## src/rtl/io_bridge_pkg.sv

```systemverilog
// io_bridge_pkg: shared IO map, bus widths and read-path types for the CPU IO bridge.
// Latency: n/a (constants and helpers only).
// Backpressure: n/a.
package io_bridge_pkg;

    localparam int DATA_W = 8;
    localparam int ADDR_W = 32;
    localparam int CNT_W  = 32;

    localparam logic [17:0] IO_BASE = 18'h30000;
    localparam logic [17:0] IO_STAT = 18'h30004;
    localparam logic [1:0]  IO_SEL  = 2'b11;

    typedef enum logic {
        SRC_IO  = 1'b0,
        SRC_RAM = 1'b1
    } rd_src_e;

    // Registered read result: which source cpu_din shows, and the IO byte if any.
    typedef struct packed {
        rd_src_e           src;
        logic [DATA_W-1:0] dat;
    } rd_q_t;

    function automatic logic [DATA_W-1:0] snap_byte(input logic [CNT_W-1:0] s,
                                                    input logic [1:0]       idx);
        logic [DATA_W-1:0] b;
        case (idx)
            2'd0:    b = s[7:0];
            2'd1:    b = s[15:8];
            2'd2:    b = s[23:16];
            default: b = s[31:24];
        endcase
        return b;
    endfunction

endpackage

```

## src/rtl/io_fifo.sv

```systemverilog
// io_fifo: generic synchronous FIFO with occupancy count, full and empty flags.
// Latency: head visible the cycle after the first push (registered pointers).
// Backpressure: pushes while full and pops while empty are ignored.
module io_fifo #(
    parameter int DEPTH = 16,
    parameter int W     = 8
) (
    input  logic                     clk_in,
    input  logic                     rst_in,
    input  logic                     push_vld,
    input  logic [W-1:0]             push_dat,
    input  logic                     pop_vld,
    output logic [W-1:0]             head_dat,
    output logic [$clog2(DEPTH):0]   count,
    output logic                     full,
    output logic                     empty
);

    localparam int AW = $clog2(DEPTH);
    localparam logic [AW:0] DEPTH_C = DEPTH[AW:0];

    logic [W-1:0]  mem [DEPTH];
    logic [AW-1:0] wr_ptr;
    logic [AW-1:0] rd_ptr;
    logic [AW:0]   cnt;
    logic          push_ok;
    logic          pop_ok;

    assign push_ok  = push_vld & ~full;
    assign pop_ok   = pop_vld & ~empty;
    assign full     = (cnt == DEPTH_C);
    assign empty    = (cnt == '0);
    assign count    = cnt;
    assign head_dat = mem[rd_ptr];

    // Storage carries no reset; pointer reset is what discards the contents.
    always_ff @(posedge clk_in) begin
        if (push_ok) begin
            mem[wr_ptr] <= push_dat;
        end
    end

    always_ff @(posedge clk_in or negedge rst_in) begin
        if (!rst_in) begin
            wr_ptr <= '0;
            rd_ptr <= '0;
            cnt    <= '0;
        end else begin
            if (push_ok) begin
                wr_ptr <= wr_ptr + {{(AW-1){1'b0}}, 1'b1};
            end
            if (pop_ok) begin
                rd_ptr <= rd_ptr + {{(AW-1){1'b0}}, 1'b1};
            end
            case ({push_ok, pop_ok})
                2'b10:   cnt <= cnt + {{AW{1'b0}}, 1'b1};
                2'b01:   cnt <= cnt - {{AW{1'b0}}, 1'b1};
                default: cnt <= cnt;
            endcase
        end
    end

endmodule

```

## src/rtl/io_bridge.sv

```systemverilog
// io_bridge: CPU bus decode to RAM/IO, UART TX FIFO, RX pop, cycle counter; RX path built with IO_BRIDGE_RX_EN.
// Latency: cpu_din valid exactly one cycle after the address; TX byte visible one cycle after the write.
// Backpressure: io_buffer_full at TX_DEPTH-2 entries; writes into a full FIFO drop and set tx_overflow.
module io_bridge
    import io_bridge_pkg::*;
#(
    parameter int TX_DEPTH = 16,
    parameter int RAM_AW   = 17
) (
    input  logic                clk_in,
    input  logic                rst_in,
    input  logic                rdy_in,
    input  logic [ADDR_W-1:0]   cpu_a,
    input  logic [DATA_W-1:0]   cpu_dout,
    input  logic                cpu_wr,
    output logic [DATA_W-1:0]   cpu_din,
    output logic                io_buffer_full,
    output logic [RAM_AW-1:0]   ram_a,
    output logic [DATA_W-1:0]   ram_dout,
    output logic                ram_we,
    input  logic [DATA_W-1:0]   ram_din,
    output logic [DATA_W-1:0]   tx_data,
    output logic                tx_valid,
    input  logic                tx_ready,
    input  logic [DATA_W-1:0]   rx_data,
    input  logic                rx_valid,
    output logic                rx_pop,
    output logic                prog_stop,
    output logic                tx_overflow
);

    localparam int FCW  = $clog2(TX_DEPTH) + 1;
    localparam int MARK = TX_DEPTH - 2;

    logic              io_sel;
    logic              hit_base;
    logic              hit_stat;
    logic              hit_snap;
    logic              wr_io;
    logic              rd_io;
    logic              push_vld;
    logic [DATA_W-1:0] push_dat;
    logic              pop_vld;
    logic              fifo_full;
    logic              fifo_empty;
    logic [FCW-1:0]    fifo_count;
    logic              rx_take;
    logic [DATA_W-1:0] rx_byte;
    logic              addr_unused;

    logic [CNT_W-1:0]  cycle_cnt;
    logic [CNT_W-1:0]  snap_q;
    logic [CNT_W-1:0]  snap_d;
    rd_q_t             rd_q;
    rd_q_t             rd_d;
    logic              rx_pop_q;
    logic              prog_stop_q;
    logic              ovf_q;

    assign io_sel   = (cpu_a[17:16] == IO_SEL);
    assign hit_base = io_sel && (cpu_a[17:0] == IO_BASE);
    assign hit_stat = io_sel && (cpu_a[17:0] == IO_STAT);
    assign hit_snap = io_sel && (cpu_a[17:2] == IO_STAT[17:2]);
    assign wr_io    = rdy_in & cpu_wr & io_sel;
    assign rd_io    = rdy_in & ~cpu_wr & io_sel;

    assign addr_unused = ^cpu_a[ADDR_W-1:18];

    assign ram_a    = cpu_a[RAM_AW-1:0];
    assign ram_dout = cpu_dout;
    assign ram_we   = cpu_wr & ~io_sel & rdy_in;

    // A zero byte to the data port is a no-op; the stop port always queues a 0x00 marker.
    assign push_vld = wr_io & ((hit_base & (cpu_dout != '0)) | hit_stat);
    assign push_dat = hit_stat ? '0 : cpu_dout;
    assign pop_vld  = tx_valid & tx_ready & rdy_in;

`ifdef IO_BRIDGE_RX_EN
    assign rx_take = rd_io & hit_base & rx_valid;
    assign rx_byte = rx_take ? rx_data : '0;
`else
    logic rx_unused;
    assign rx_take   = 1'b0;
    assign rx_byte   = '0;
    assign rx_unused = ^{rx_data, rx_valid};
`endif

    io_fifo #(
        .DEPTH (TX_DEPTH),
        .W     (DATA_W)
    ) u_tx_fifo (
        .clk_in   (clk_in),
        .rst_in   (rst_in),
        .push_vld (push_vld),
        .push_dat (push_dat),
        .pop_vld  (pop_vld),
        .head_dat (tx_data),
        .count    (fifo_count),
        .full     (fifo_full),
        .empty    (fifo_empty)
    );

    assign tx_valid       = ~fifo_empty;
    assign io_buffer_full = (fifo_count >= MARK[FCW-1:0]);

    // With rdy_in low the read register and snapshot keep their value, which freezes cpu_din.
    always_comb begin
        rd_d   = rd_q;
        snap_d = snap_q;
        if (rdy_in) begin
            rd_d.src = io_sel ? SRC_IO : SRC_RAM;
            rd_d.dat = '0;
            if (rd_io) begin
                if (hit_base) begin
                    rd_d.dat = rx_byte;
                end else if (hit_snap) begin
                    if (cpu_a[1:0] == 2'd0) begin
                        rd_d.dat = cycle_cnt[7:0];
                        snap_d   = cycle_cnt;
                    end else begin
                        rd_d.dat = snap_byte(snap_q, cpu_a[1:0]);
                    end
                end
            end
        end
    end

    always_ff @(posedge clk_in or negedge rst_in) begin
        if (!rst_in) begin
            cycle_cnt   <= '0;
            snap_q      <= '0;
            rd_q        <= '0;
            rx_pop_q    <= 1'b0;
            prog_stop_q <= 1'b0;
            ovf_q       <= 1'b0;
        end else begin
            cycle_cnt <= cycle_cnt + 32'd1;
            snap_q    <= snap_d;
            rd_q      <= rd_d;
            rx_pop_q  <= rx_take;
            if (wr_io && hit_stat) begin
                prog_stop_q <= 1'b1;
            end
            if (push_vld && fifo_full) begin
                ovf_q <= 1'b1;
            end
        end
    end

    assign cpu_din     = (rd_q.src == SRC_RAM) ? ram_din : rd_q.dat;
    assign rx_pop      = rx_pop_q;
    assign prog_stop   = prog_stop_q;
    assign tx_overflow = ovf_q;

endmodule

```

## config.mk

```make
export PLATFORM = sky130hd
export DESIGN_NAME = io_bridge
export DESIGN_NICKNAME = d
export VERILOG_FILES = /design/src/rtl/io_bridge_pkg.sv /design/src/rtl/io_fifo.sv /design/src/rtl/io_bridge.sv
export SDC_FILE = /design/constraint.sdc
export NUM_CORES = 1
export LEC_CHECK = 0
export BUFFER_PORTS_ARGS = -buffer_cell sky130_fd_sc_hd__buf_2
export CAP_MARGIN = 10
export CORE_UTILIZATION = 54
export CTS_BUF_LIST = sky130_fd_sc_hd__clkbuf_4
export DETAILED_ROUTE_END_ITERATION = 10
export PLACE_DENSITY = 0.74
export SYNTH_ARGS = -nofsm -noshare
export SYNTH_HDL_FRONTEND = slang
export SYNTH_HIERARCHICAL = 1
export SYNTH_SLANG_ARGS = --single-unit
```

## constraint.sdc

```tcl
create_clock -name clk_in -period 7.9 [get_ports clk_in]
set_clock_uncertainty 0.15 [all_clocks]
set_input_delay 1.975 -clock clk_in [delete_from_list [all_inputs] [get_ports clk_in]]
set_output_delay 1.975 -clock clk_in [all_outputs]
set_load 0.01 [all_outputs]
```

Word level (Yosys, flattened, before mapping):

Memories as Yosys holds them, arrays and structs flattened.
Index checks and enable logic that the tools add are counted.

* add/sub/neg operators: 5
* magnitude comparators: 1
* bitwise logic cells: 18
* muxes and demuxes: 11
* reductions and logical operators: 10
* equality and inequality tests: 9

Operators by type and width (number)
* two-way mux 8 bit: 6
* == test 18 bit, second input constant: 2
* adder 32 x 1 -> 32 bit, second input constant: 1
* == test 16 bit, second input constant: 1
* one-hot mux 8 bit (2 select lines): 1
* AND 1 bit: 12
* one-hot mux 5 bit (2 select lines): 1
* adder 4 x 1 -> 4 bit, second input constant: 2
* nonzero test 8 bit: 1
* == test 2 bit, second input constant: 3
* adder 5 x 1 -> 5 bit, second input constant: 1
* == test 5 bit, second input constant: 1
* greater-or-equal comparator 5 x 4 -> 1 bit, second input constant: 1
* logical AND 1 bit: 5
* logical NOT 5 bit: 1
* inverter 1 bit: 5
* AND reduction 5 bit: 1
* subtractor 5 x 1 -> 5 bit, second input constant: 1
* == test 2 x 1 -> 1 bit, second input constant: 2
* two-way mux 1 bit: 3
* logical NOT 2 bit: 1
* nonzero test 2 bit: 1
* bitwise OR 1 bit: 1

* bits in registers: 88
* word-level logic and storage cells: 64
* memories: 1
* output and inout port bits: 47
* input bits: 62
* RAM bits: 128

Memory list
* u_tx_fifo.mem: depth 16, bits a word 8, read ports 1, clocked after memory_dff 0, write ports 1, line io_fifo.sv:22 `logic [W-1:0] mem [DEPTH];`

Longest topological paths before layout:

Gate-level depths: netlist of the first run.

* depth in word-level cells: 8
* depth in mapped cells: 17
* gate-level depth less buffers: 15

Hierarchy:

The synthesis of the first run kept the hierarchy.

By module, submodules not included
* io_fifo: instances 1, seq. area each 4169.0 sq um, area an instance 5779.3 sq um, cells each 332
* io_bridge: instances 1, seq. area each 1676.6 sq um, area an instance 3559.7 sq um, cells each 309

Worst setup path before layout of the first run:

OpenSTA, ideal clock, no wires.

* kind: input -> register
* from: in cpu_a[9]
* to: reg u_tx_fifo.cnt[4], in the netlist u_tx_fifo/count[4]
* setup time: 0.123 ns
* arrival: 4.691 ns
* stages: 14
* required time: 7.627 ns
* path slack: 2.936 ns
* buffers on the path: 1
* cells stage by stage: nor4_1 > nand4_1 > nor3_1 > and2_1 > and2_1 > buf_2 > inv_1 > ha_1 > ha_1 > nor2b_1 > o21ai_0 > a21oi_1 > or3b_1 > xnor2_1

* cells in the longest elaborated chain, start to end: 8
* elaborated cells between the ends (all ways): 12
* those cells by class: eq/ne (4); mux (1); bitwise (4); reduce/logical (3)

Ends and longest elaborated chain
* start: declaration: line io_bridge.sv:13 `input logic [ADDR_W-1:0] cpu_a,`
* == test 18 bit: line io_bridge.sv:61 `assign hit_base = io_sel && (cpu_a[17:0] == IO_BASE);`
* logical AND 1 bit: line io_bridge.sv:61
* AND 1 bit: line io_bridge.sv:74 `assign push_vld = wr_io & ((hit_base & (cpu_dout != '0)) | hit_stat);`
* bitwise OR 1 bit (*): line io_bridge.sv:74
* AND 1 bit (*): line io_bridge.sv:74
* net push_vld: line io_bridge.sv:41 `logic push_vld;`
* AND 1 bit (*): line io_fifo.sv:29 `assign push_ok = push_vld & ~full;`
* == test 2 x 1 -> 1 bit or == test 2 bit (tied branches): line io_fifo.sv:55 `case ({push_ok, pop_ok})`
* one-hot mux 5 bit (2 select lines) or nonzero test 2 bit (tied branches)
* end signal: assignment: line io_fifo.sv:56 `2'b10: cnt <= cnt + {{AW{1'b0}}, 1'b1};`
* end signal: assignment: line io_fifo.sv:57 `2'b01: cnt <= cnt - {{AW{1'b0}}, 1'b1};`
* end signal: assignment: line io_fifo.sv:58 `default: cnt <= cnt;`
* end: declaration: line io_fifo.sv:25 `logic [AW:0] cnt;`

The timed path passes the listed nets; every way through them passes the cells marked *.
A chain may end at the register's enable or synchronous reset.

Worst setup path after layout of the first run:

Ends and elaborated chain as after synthesis.

==> metrics.txt, run 1 <==
# TYPE chip_impl_metric gauge
chip_impl_metric{name="finalInstanceArea",unit="um^2"} 10330
chip_impl_metric{name="report.final.slew_viol_count",unit=""} 0
chip_impl_metric{name="maxCapViolCount",unit=""} 0
chip_impl_metric{name="synthArstFlopShare",unit="%"} 38.46
chip_impl_info{name="cts-root-buf",value="clkbuf_4"} 1
chip_impl_metric{name="track_usage",unit="%"} 22.64
chip_impl_metric{name="synthesis.yosys.warnings",unit=""} 6
chip_impl_metric{name="slew_headroom",unit="%"} 18.54
chip_impl_metric{name="gpl.final_weighted_congestion",unit=""} 0.8328
chip_impl_metric{name="worstPathArrival",unit="ns"} 5.54
chip_impl_metric{name="dieArea",unit="um^2"} 17820
chip_impl_metric{name="hold_slack",unit="ns"} 0.3218
chip_impl_metric{name="globalRouteMet2Util",unit="%"} 37.93
chip_impl_metric{name="max-clock-path-buffers",unit=""} 3
chip_impl_metric{name="first_global_vias",unit=""} 5845
chip_impl_metric{name="die_height",unit="um"} 133.5
chip_impl_metric{name="global_route_wire_length_before_repair",unit="um"} 30860
chip_impl_metric{name="fin_crit_sh",unit="%"} 65.81
chip_impl_metric{name="vdd.ir_drop.worst",unit="mV"} 0.1545
chip_impl_metric{name="drt_drc_violations_left",unit=""} 0
chip_impl_metric{name="crit_fanout",unit=""} 9
chip_impl_metric{name="groute.layer.met1.usage",unit="%"} 30.12
chip_impl_metric{name="grt_antenna_before_repair",unit=""} 0
chip_impl_metric{name="route.vias.total",unit=""} 5667
chip_impl_info{name="crit_type",value="in2reg"} 1
chip_impl_metric{name="gate_count_post_synth",unit=""} 641
chip_impl_info{name="element_type_at_the_critical_path_end",value="flip-flop"} 1
chip_impl_metric{name="pwr_density_cell",unit="nW/um^2"} 262.9
chip_impl_metric{name="path_clk_slew",unit="ns"} 0.06
chip_impl_info{name="cts_tree",value="yes"} 1
chip_impl_metric{name="postSynthRegisterBits",unit=""} 208
chip_impl_metric{name="clkLatencyLatePin",unit="ns"} 0.63
chip_impl_metric{name="die_w",unit="um"} 133.5
chip_impl_metric{name="overflow",unit=""} 0
chip_impl_metric{name="layout.filler_cells",unit=""} 1255
chip_impl_info{name="outcome",value="complete, no violations"} 1
chip_impl_metric{name="clock.fmax",unit="MHz"} 192.3
chip_impl_metric{name="routed_wirelength",unit="um"} 19450
chip_impl_metric{name="cts.sinks",unit=""} 208
chip_impl_info{name="grt_setup_unrepaired",value="false"} 1
chip_impl_metric{name="mean_area_per_synthesized_cell",unit="um^2"} 14.57
chip_impl_metric{name="ant_cells",unit=""} 0
chip_impl_metric{name="dp.final_hpwl",unit="um"} 12880
chip_impl_metric{name="route.antenna.remaining_nets",unit=""} 0
chip_impl_metric{name="crit_path_max_cell_delay",unit="ns"} 0.70
chip_impl_metric{name="crit_required",unit="ns"} 8.24
chip_impl_info{name="critical-path-slowest-cell",value="nor4_1"} 1
chip_impl_metric{name="synth_nets",unit=""} 717
chip_impl_metric{name="routed_wire_length_per_instance",unit="um"} 19.67
chip_impl_metric{name="synthToLayoutAreaGrowth",unit="%"} 10.62
chip_impl_metric{name="initialDrtViolationCount",unit=""} 365
chip_impl_metric{name="cts.repair_timing.setup_buffer_count",unit=""} 0
chip_impl_metric{name="worst-slew-pin-transition",unit="ns"} 1.219
chip_impl_info{name="yosys_most_used_dff",value="edfxtp_1"} 1
chip_impl_metric{name="power_leakage",unit="uW"} 0.004163
chip_impl_metric{name="dpl_cell_area",unit="um^2"} 9678
chip_impl_metric{name="io_pins",unit=""} 109
chip_impl_metric{name="post_synth_num_cell_types",unit=""} 55
chip_impl_metric{name="fin_setup_tns",unit="ns"} 0
chip_impl_info{name="startpoint_type",value="input pin"} 1
chip_impl_metric{name="grt_start_max_net_pins",unit=""} 81
chip_impl_metric{name="finalHoldViolCount",unit=""} 0
chip_impl_metric{name="nNetsFinal",unit=""} 810
chip_impl_metric{name="cts_buffers",unit=""} 51
chip_impl_metric{name="vias_cell",unit=""} 5.730
chip_impl_metric{name="yosysSeqAreaShare",unit="%"} 62.59
chip_impl_info{name="grt_most_used_layer",value="met2"} 1
chip_impl_metric{name="final_setup_fails",unit=""} 0
chip_impl_metric{name="drt_pass_1_iters",unit=""} 5
chip_impl_metric{name="final_worst_path_period_need",unit="ns"} 5.199
chip_impl_metric{name="final_layout_size_suffix_gt1_share",unit="%"} 31.86
chip_impl_metric{name="synthesis.area",unit="um^2"} 9339
chip_impl_metric{name="synth-edff-count",unit=""} 128
chip_impl_metric{name="cts_htree_levels",unit=""} 2
chip_impl_metric{name="ctsHoldBuffers",unit=""} 0
chip_impl_metric{name="floorplan.initialDensity",unit="%"} 55.72
chip_impl_info{name="path_cells",value="buf_2 > nor4_1 > nand4_1 > nor3_1 > and2_1 > and2_1 > inv_1 > ha_1 > ha_1 > nor2b_1 > o21ai_0 > a21oi_1 > or3b_1 > xnor2_1"} 1
chip_impl_metric{name="rows",unit=""} 47
chip_impl_metric{name="design.core.area",unit="um^2"} 16760
chip_impl_info{name="worst_hold_path_type",value="reg2reg"} 1
chip_impl_metric{name="groute.layer.met3.usage",unit="%"} 4.756
chip_impl_metric{name="ctsResizeCount",unit=""} 0
chip_impl_metric{name="io_buffers",unit=""} 84
-- synth_stat cells, drive strengths merged, types with 2 or more instances --
master | n | area [um^2]
a22oi | 16 | 120.1
o2bb2ai | 8 | 70.07
or2 | 2 | 12.52
nor2 | 30 | 112.6
nor4 | 8 | 71.32
ha | 13 | 162.7
and2 | 3 | 18.77
buf | 44 | 369.1
a31o | 2 | 17.52
clkbuf | 11 | 51.30
a211oi | 8 | 60.06
mux2 | 41 | 540.5
mux4 | 16 | 360.4
nand3 | 20 | 100.1
xor2 | 11 | 96.34
dfrtp | 80 | 2002
nor3 | 9 | 50.05
o21ai | 20 | 100.1
edfxtp | 128 | 3844
nand4 | 13 | 93.84
nand2 | 29 | 111.4
mux2i | 25 | 250.2
xnor2 | 29 | 254.0
nand2b | 2 | 12.51
inv | 14 | 52.55
a221oi | 8 | 70.07
nor2b | 12 | 77.58
and3 | 7 | 43.79
a21oi | 19 | 95.09
-- power by group --
| group | total, uW | internal [uW] | switching [uW] |
|---|---|---|---|
| sequential | 1250 | 1180 | 74.8 |
| clock | 846 | 446 | 401 |
| combinational | 615 | 287 | 329 |
| total | 2720 | 1910 | 804 |
-- area by class of cell --
| class | instances | area (um^2) | area share [%] |
|---|---|---|---|
| Timing Repair Buffer | 95 | 509.2 | 4.929 |
| Multi-Input combinational cell | 363 | 3017 | 29.20 |
| Inverter | 15 | 56.30 | 0.5450 |
| Clock buffer | 78 | 585.6 | 5.668 |
| Tap cell | 220 | 275.3 | 2.664 |
| Sequential cell | 208 | 5847 | 56.59 |
| Clock inverter | 10 | 41.29 | 0.3997 |
-- sequential cells by signal (all words and copies together) (netlist names) --
signal            cells
cycle_cnt            32
u_tx_fifo/rd_ptr      4
rd_q                  9
snap_q               24
u_tx_fifo/count       5
tx_overflow           1
prog_stop             1
u_tx_fifo/mem       128
u_tx_fifo/wr_ptr      4
-- cell families (layout without fill, tap and decap cells) --
| logic type | after synthesis | in the layout | share of synthesized area, % |
|---|---|---|---|
| AOI/OAI and AO/OA | 84 | 84 | 5.962 |
| muxes | 82 | 82 | 12.33 |
| other | 1 | 1 | 0.04015 |
| buffers and inverters | 70 | 198 | 5.104 |
| DFF | 208 | 208 | 62.59 |
| adders and majority gates | 14 | 14 | 1.956 |
| xor gates and xnor gates | 40 | 40 | 3.751 |
| and+or+nand+nor | 142 | 142 | 8.267 |
-- worst max-delay path: cells and delay by family --
| family | cells | cell delay, ns |
|---|---|---|
| xor gates and xnor gates | 1 | 0.13 |
| and+or+nand+nor | 7 | 2.34 |
| buffers and inverters | 2 | 0.21 |
| AOI/OAI and AO/OA | 2 | 0.29 |
| adders and majority gates | 2 | 0.60 |
-- cells in the final DEF (no fill, tap or decap), types with 3 or more instances in the layout --
master     Yosys  layout
mux4_2        16      16
a221oi_1       8       8
mux2_2        20      20
ha_1          13      13
buf_4         27      11
o2bb2ai_1      8       8
nor2b_1       11      11
mux2_4        21      21
nor3_1         8       8
nor2_1        30      30
a22oi_1       16      16
xnor2_1       29      29
nand2_1       28      28
edfxtp_1     128     128
nand3_1       20      20
a21oi_1       19      19
clkbuf_4       0      78
clkinv_1       1      10
nand4_1       11      11
dfrtp_1       80      79
and3_1         7       7
nor4_1         6       6
mux2i_1       25      25
a211oi_1       8       8
and2_1         3       3
xor2_1        11      11
o21ai_0       20      20
buf_2          7      83
inv_1         14      14
-- layer usage --
metal	up-vias	routed length [um]
li1	2587	-
met1	2890	8142
met2	170	9906
met3	20	1181
met4	0	219
met5	-	0
-- path summary, 6_finish.rpt --
check	start	endpoint	cells after the start	slack, ns
hold / removal	tx_overflow	tx_overflow	1	0.32
min in group asynchronous	rst_in	cycle_cnt[12]	1	1.36
setup / recovery	cpu_a[9]	u_tx_fifo/count[4]	14	2.70
setup reg to reg	u_tx_fifo/count[1]	u_tx_fifo/count[4]	13	4.57
max in group asynchronous	rst_in	u_tx_fifo/rd_ptr[0]	1	5.53
hold reg to reg	tx_overflow	tx_overflow	1	0.32
-- stage by stage --
| stage | worst slack, ns | total power (uW) | cells | util (%) |
|---|---|---|---|---|
| global placement | 2.238 | 1869 | 898 | 57.75 |
| detailed placement | 2.151 | 1888 | 898 | 57.75 |
| floorplan | 2.936 | 1736 | 641 | - |
| finish | 2.701 | 2717 | 989 | 61.64 |
| global route | 2.419 | 2854 | 989 | 61.64 |
| CTS | 2.419 | 2740 | 986 | 61.49 |
Note: power is estimated with default switching activity, not from simulation.
==> run 2, diff against run 1 <==
--- a/config.mk
+++ b/config.mk
@@ -10,7 +10,7 @@
 export CORE_UTILIZATION = 54
 export CTS_BUF_LIST = sky130_fd_sc_hd__clkbuf_4
 export DETAILED_ROUTE_END_ITERATION = 10
-export PLACE_DENSITY = 0.74
+export PLACE_DENSITY = 0.77
 export SYNTH_ARGS = -nofsm -noshare
 export SYNTH_HDL_FRONTEND = slang
 export SYNTH_HIERARCHICAL = 1
==> constraint.sdc (replaced) <==
create_clock -name clk_in -period 4.5 [get_ports clk_in]
set_clock_uncertainty 0.15 [all_clocks]
set_input_delay 1.125 -clock clk_in [delete_from_list [all_inputs] [get_ports clk_in]]
set_output_delay 1.125 -clock clk_in [all_outputs]
set_load 0.01 [all_outputs]
==> run 2 against run 1 <==
Sequential power up 77%. Power increased by 76%. Worst hold slack better by 0.014 ns. Non-clock buffer count increased by 21. Die area unchanged. Sequential cell count unchanged. Global-route usage rose by 0.99 points. First-iteration DRC count rose by 50%. Combinational power increased by 80%. Final area rose by 1.4%. Worst setup slack got worse by 2.3 ns. Wire length up 3.7%.
==> metrics.txt, run 2 (same netlist as run 1, synthesis figures left out) <==
# TYPE chip_impl_metric gauge
chip_impl_metric{name="finalInstanceArea",unit="um^2"} 10480
chip_impl_metric{name="io_buffers",unit=""} 84
chip_impl_metric{name="worstPathArrival",unit="ns"} 2.85
chip_impl_metric{name="vias_cell",unit=""} 5.728
chip_impl_info{name="regToRegEndpoint",value="u_tx_fifo/count[4]"} 1
chip_impl_metric{name="final_worst_path_period_need",unit="ns"} 4.122
chip_impl_metric{name="fin_setup_tns",unit="ns"} 0
chip_impl_metric{name="nNetsFinal",unit=""} 831
chip_impl_metric{name="drt_pass_1_iters",unit=""} 5
chip_impl_metric{name="track_usage",unit="%"} 23.63
chip_impl_metric{name="global_route_wire_length_before_repair",unit="um"} 31760
chip_impl_metric{name="overflow",unit=""} 0
chip_impl_metric{name="dp.final_hpwl",unit="um"} 13580
chip_impl_metric{name="dpl_cell_area",unit="um^2"} 9858
chip_impl_metric{name="route.vias.total",unit=""} 5791
chip_impl_metric{name="die_height",unit="um"} 133.5
chip_impl_metric{name="cts_buffers",unit=""} 51
chip_impl_info{name="mostFrequentLayoutCell",value="edfxtp_1"} 1
chip_impl_info{name="cts_tree",value="yes"} 1
chip_impl_metric{name="dieArea",unit="um^2"} 17820
chip_impl_metric{name="io_pins",unit=""} 109
chip_impl_info{name="regToRegStartpoint",value="u_tx_fifo/count[1]"} 1
chip_impl_metric{name="initialDrtViolationCount",unit=""} 548
chip_impl_metric{name="design.core.area",unit="um^2"} 16760
chip_impl_info{name="largest_register",value="u_tx_fifo/mem"} 1
chip_impl_metric{name="synthToLayoutAreaGrowth",unit="%"} 12.16
chip_impl_info{name="outcome",value="complete, no violations"} 1
chip_impl_info{name="cts-root-buf",value="clkbuf_4"} 1
chip_impl_metric{name="report.final.slew_viol_count",unit=""} 0
chip_impl_metric{name="first_global_vias",unit=""} 5892
chip_impl_metric{name="cts.repair_timing.setup_buffer_count",unit=""} 0
chip_impl_metric{name="timing.hold.worst_path_depth",unit=""} 1
chip_impl_info{name="startpoint_type",value="flip-flop"} 1
chip_impl_metric{name="crit_required",unit="ns"} 3.22
chip_impl_metric{name="r2r_cells",unit=""} 13
chip_impl_metric{name="die_w",unit="um"} 133.5
chip_impl_metric{name="layoutNonFillerInstCount",unit=""} 1011
chip_impl_metric{name="clkLatencyLatePin",unit="ns"} 0.64
chip_impl_metric{name="drt_drc_violations_left",unit=""} 0
chip_impl_info{name="crit_type",value="reg2out"} 1
chip_impl_metric{name="fin_crit_sh",unit="%"} 91.61
chip_impl_metric{name="route.antenna.remaining_nets",unit=""} 0
chip_impl_metric{name="layout_setup_ws",unit="ns"} 0.3776
chip_impl_metric{name="final_setup_fails",unit=""} 0
chip_impl_metric{name="pwr_density_cell",unit="nW/um^2"} 457.5
chip_impl_info{name="worst_setup_path_startpoint",value="u_tx_fifo/rd_ptr[0]"} 1
chip_impl_metric{name="maxCapViolCount",unit=""} 0
chip_impl_info{name="element_type_at_the_critical_path_end",value="primary output"} 1
chip_impl_metric{name="ctsResizeCount",unit=""} 0
chip_impl_metric{name="routed_wirelength",unit="um"} 20180
chip_impl_metric{name="routed_wire_length_per_instance",unit="um"} 19.96
chip_impl_metric{name="ant_cells",unit=""} 0
chip_impl_metric{name="r2r_slack",unit="ns"} 1.20
chip_impl_metric{name="worst-slew-pin-transition",unit="ns"} 1.014
chip_impl_metric{name="power_leakage",unit="uW"} 0.004276
chip_impl_metric{name="gpl.final_weighted_congestion",unit=""} 0.8223
chip_impl_metric{name="floorplan.initialDensity",unit="%"} 55.72
chip_impl_metric{name="grt_antenna_before_repair",unit=""} 0
chip_impl_metric{name="layout.filler_cells",unit=""} 1294
chip_impl_metric{name="largest_reg_flops",unit=""} 128
chip_impl_metric{name="cts_htree_levels",unit=""} 2
chip_impl_metric{name="slew_headroom",unit="%"} 32.43
chip_impl_metric{name="rows",unit=""} 47
chip_impl_metric{name="cts.sinks",unit=""} 208
chip_impl_info{name="grt_setup_unrepaired",value="false"} 1
chip_impl_metric{name="clock.fmax",unit="MHz"} 242.6
chip_impl_metric{name="final_layout_size_suffix_gt1_share",unit="%"} 33.63
chip_impl_metric{name="grt_start_max_net_pins",unit=""} 81
chip_impl_metric{name="vdd.ir_drop.worst",unit="mV"} 0.2347
chip_impl_info{name="worst_hold_path_type",value="reg2reg"} 1
chip_impl_info{name="final_cell_mix",value="128 x edfxtp_1, 83 x buf_2, 79 x dfrtp_1, 75 x clkbuf_4, 33 x buf_4"} 1
chip_impl_metric{name="crit_fanout",unit=""} 22
chip_impl_info{name="largestRegisters",value="u_tx_fifo/mem x128, cycle_cnt x32, snap_q x24"} 1
chip_impl_metric{name="path_clk_slew",unit="ns"} 0.08
chip_impl_metric{name="finalHoldViolCount",unit=""} 0
chip_impl_metric{name="ctsHoldBuffers",unit=""} 0
chip_impl_metric{name="placed_cells",unit=""} 922
chip_impl_metric{name="max-clock-path-buffers",unit=""} 3
chip_impl_metric{name="total_power",unit="uW"} 4792
chip_impl_metric{name="pre_cts_ws",unit="ns"} 0.1802
chip_impl_info{name="endpoint",value="tx_data[0]"} 1
==> run 2: cell types whose count changed in the layout (fill, tap and decap cells not counted) <==
cell	delta
buf_4	+22
buf_6	-1
clkbuf_4	-3
clkinv_1	+1
clkinv_2	+1
clkinvlp_4	-1
inv_2	+3
==> run 2: how the worst min path moves through the flow <==
| stage | startpoint | to | slack, ns |
|---|---|---|---|
| 2_1_floorplan | cycle_cnt[31] | cycle_cnt[31] | 0.29 |
| 3_3_place_gp | prog_stop | prog_stop | 0.30 |
| 3_5_place_dp | rd_q[5] | rd_q[5] | 0.32 |
| 4_1_cts | prog_stop | prog_stop | 0.34 |
| 5_1_grt | cycle_cnt[31] | cycle_cnt[31] | 0.36 |
| 6_report | prog_stop | prog_stop | 0.34 |
==> run 2: final cells by class <==
cell class / count / area (um^2) / area share, %
clock buffer: 75 / 563.0 / 5.375
timing repair buffer: 116 / 663.1 / 6.331
multi-input combinational: 363 / 3017 / 28.80
sequential: 208 / 5847 / 55.82
tap: 220 / 275.3 / 2.628
clock inverter: 14 / 53.80 / 0.5136
inverter: 15 / 56.30 / 0.5375
==> run 2: worst max-delay path, stage by stage, from the launching register on <==
cell and delay (ns):
dfrtp_2 0.73, buf_4 0.37, buf_4 0.25, mux2i_1 0.09, a221oi_1 0.37, a22oi_1 0.15, nand2_1 0.09, buf_2 0.13
==> run 2: per-layer routing <==
layer	wire length [um]	part of all wire (%)	GRT usage, %	vias to the layer above
li1	-	-	-	2631
met1	8349	41	31.35	2939
met2	10030	50	38.69	193
met3	1457	7.2	5.556	28
met4	339	1.7	7.576	0
met5	0	0	0	-
==> run 2: metrics by stage <==
| step | hold WS, ns | utilization, % |
|---|---|---|
| after floorplan | 0.2901 | - |
| after global placement | 0.2958 | 58.82 |
| after detailed placement | 0.3244 | 58.82 |
| after CTS | 0.3382 | 62.50 |
| after global routing | 0.3555 | 62.50 |
| final | 0.3353 | 62.50 |
==> run 2: power by group <==
part	switching (uW)	internal, uW	leakage, uW
Sequential	137	2070	0.00222
Combinational	589	522	0.00168
Clock	713	760	0.000377
Total	1440	3350	0.00428
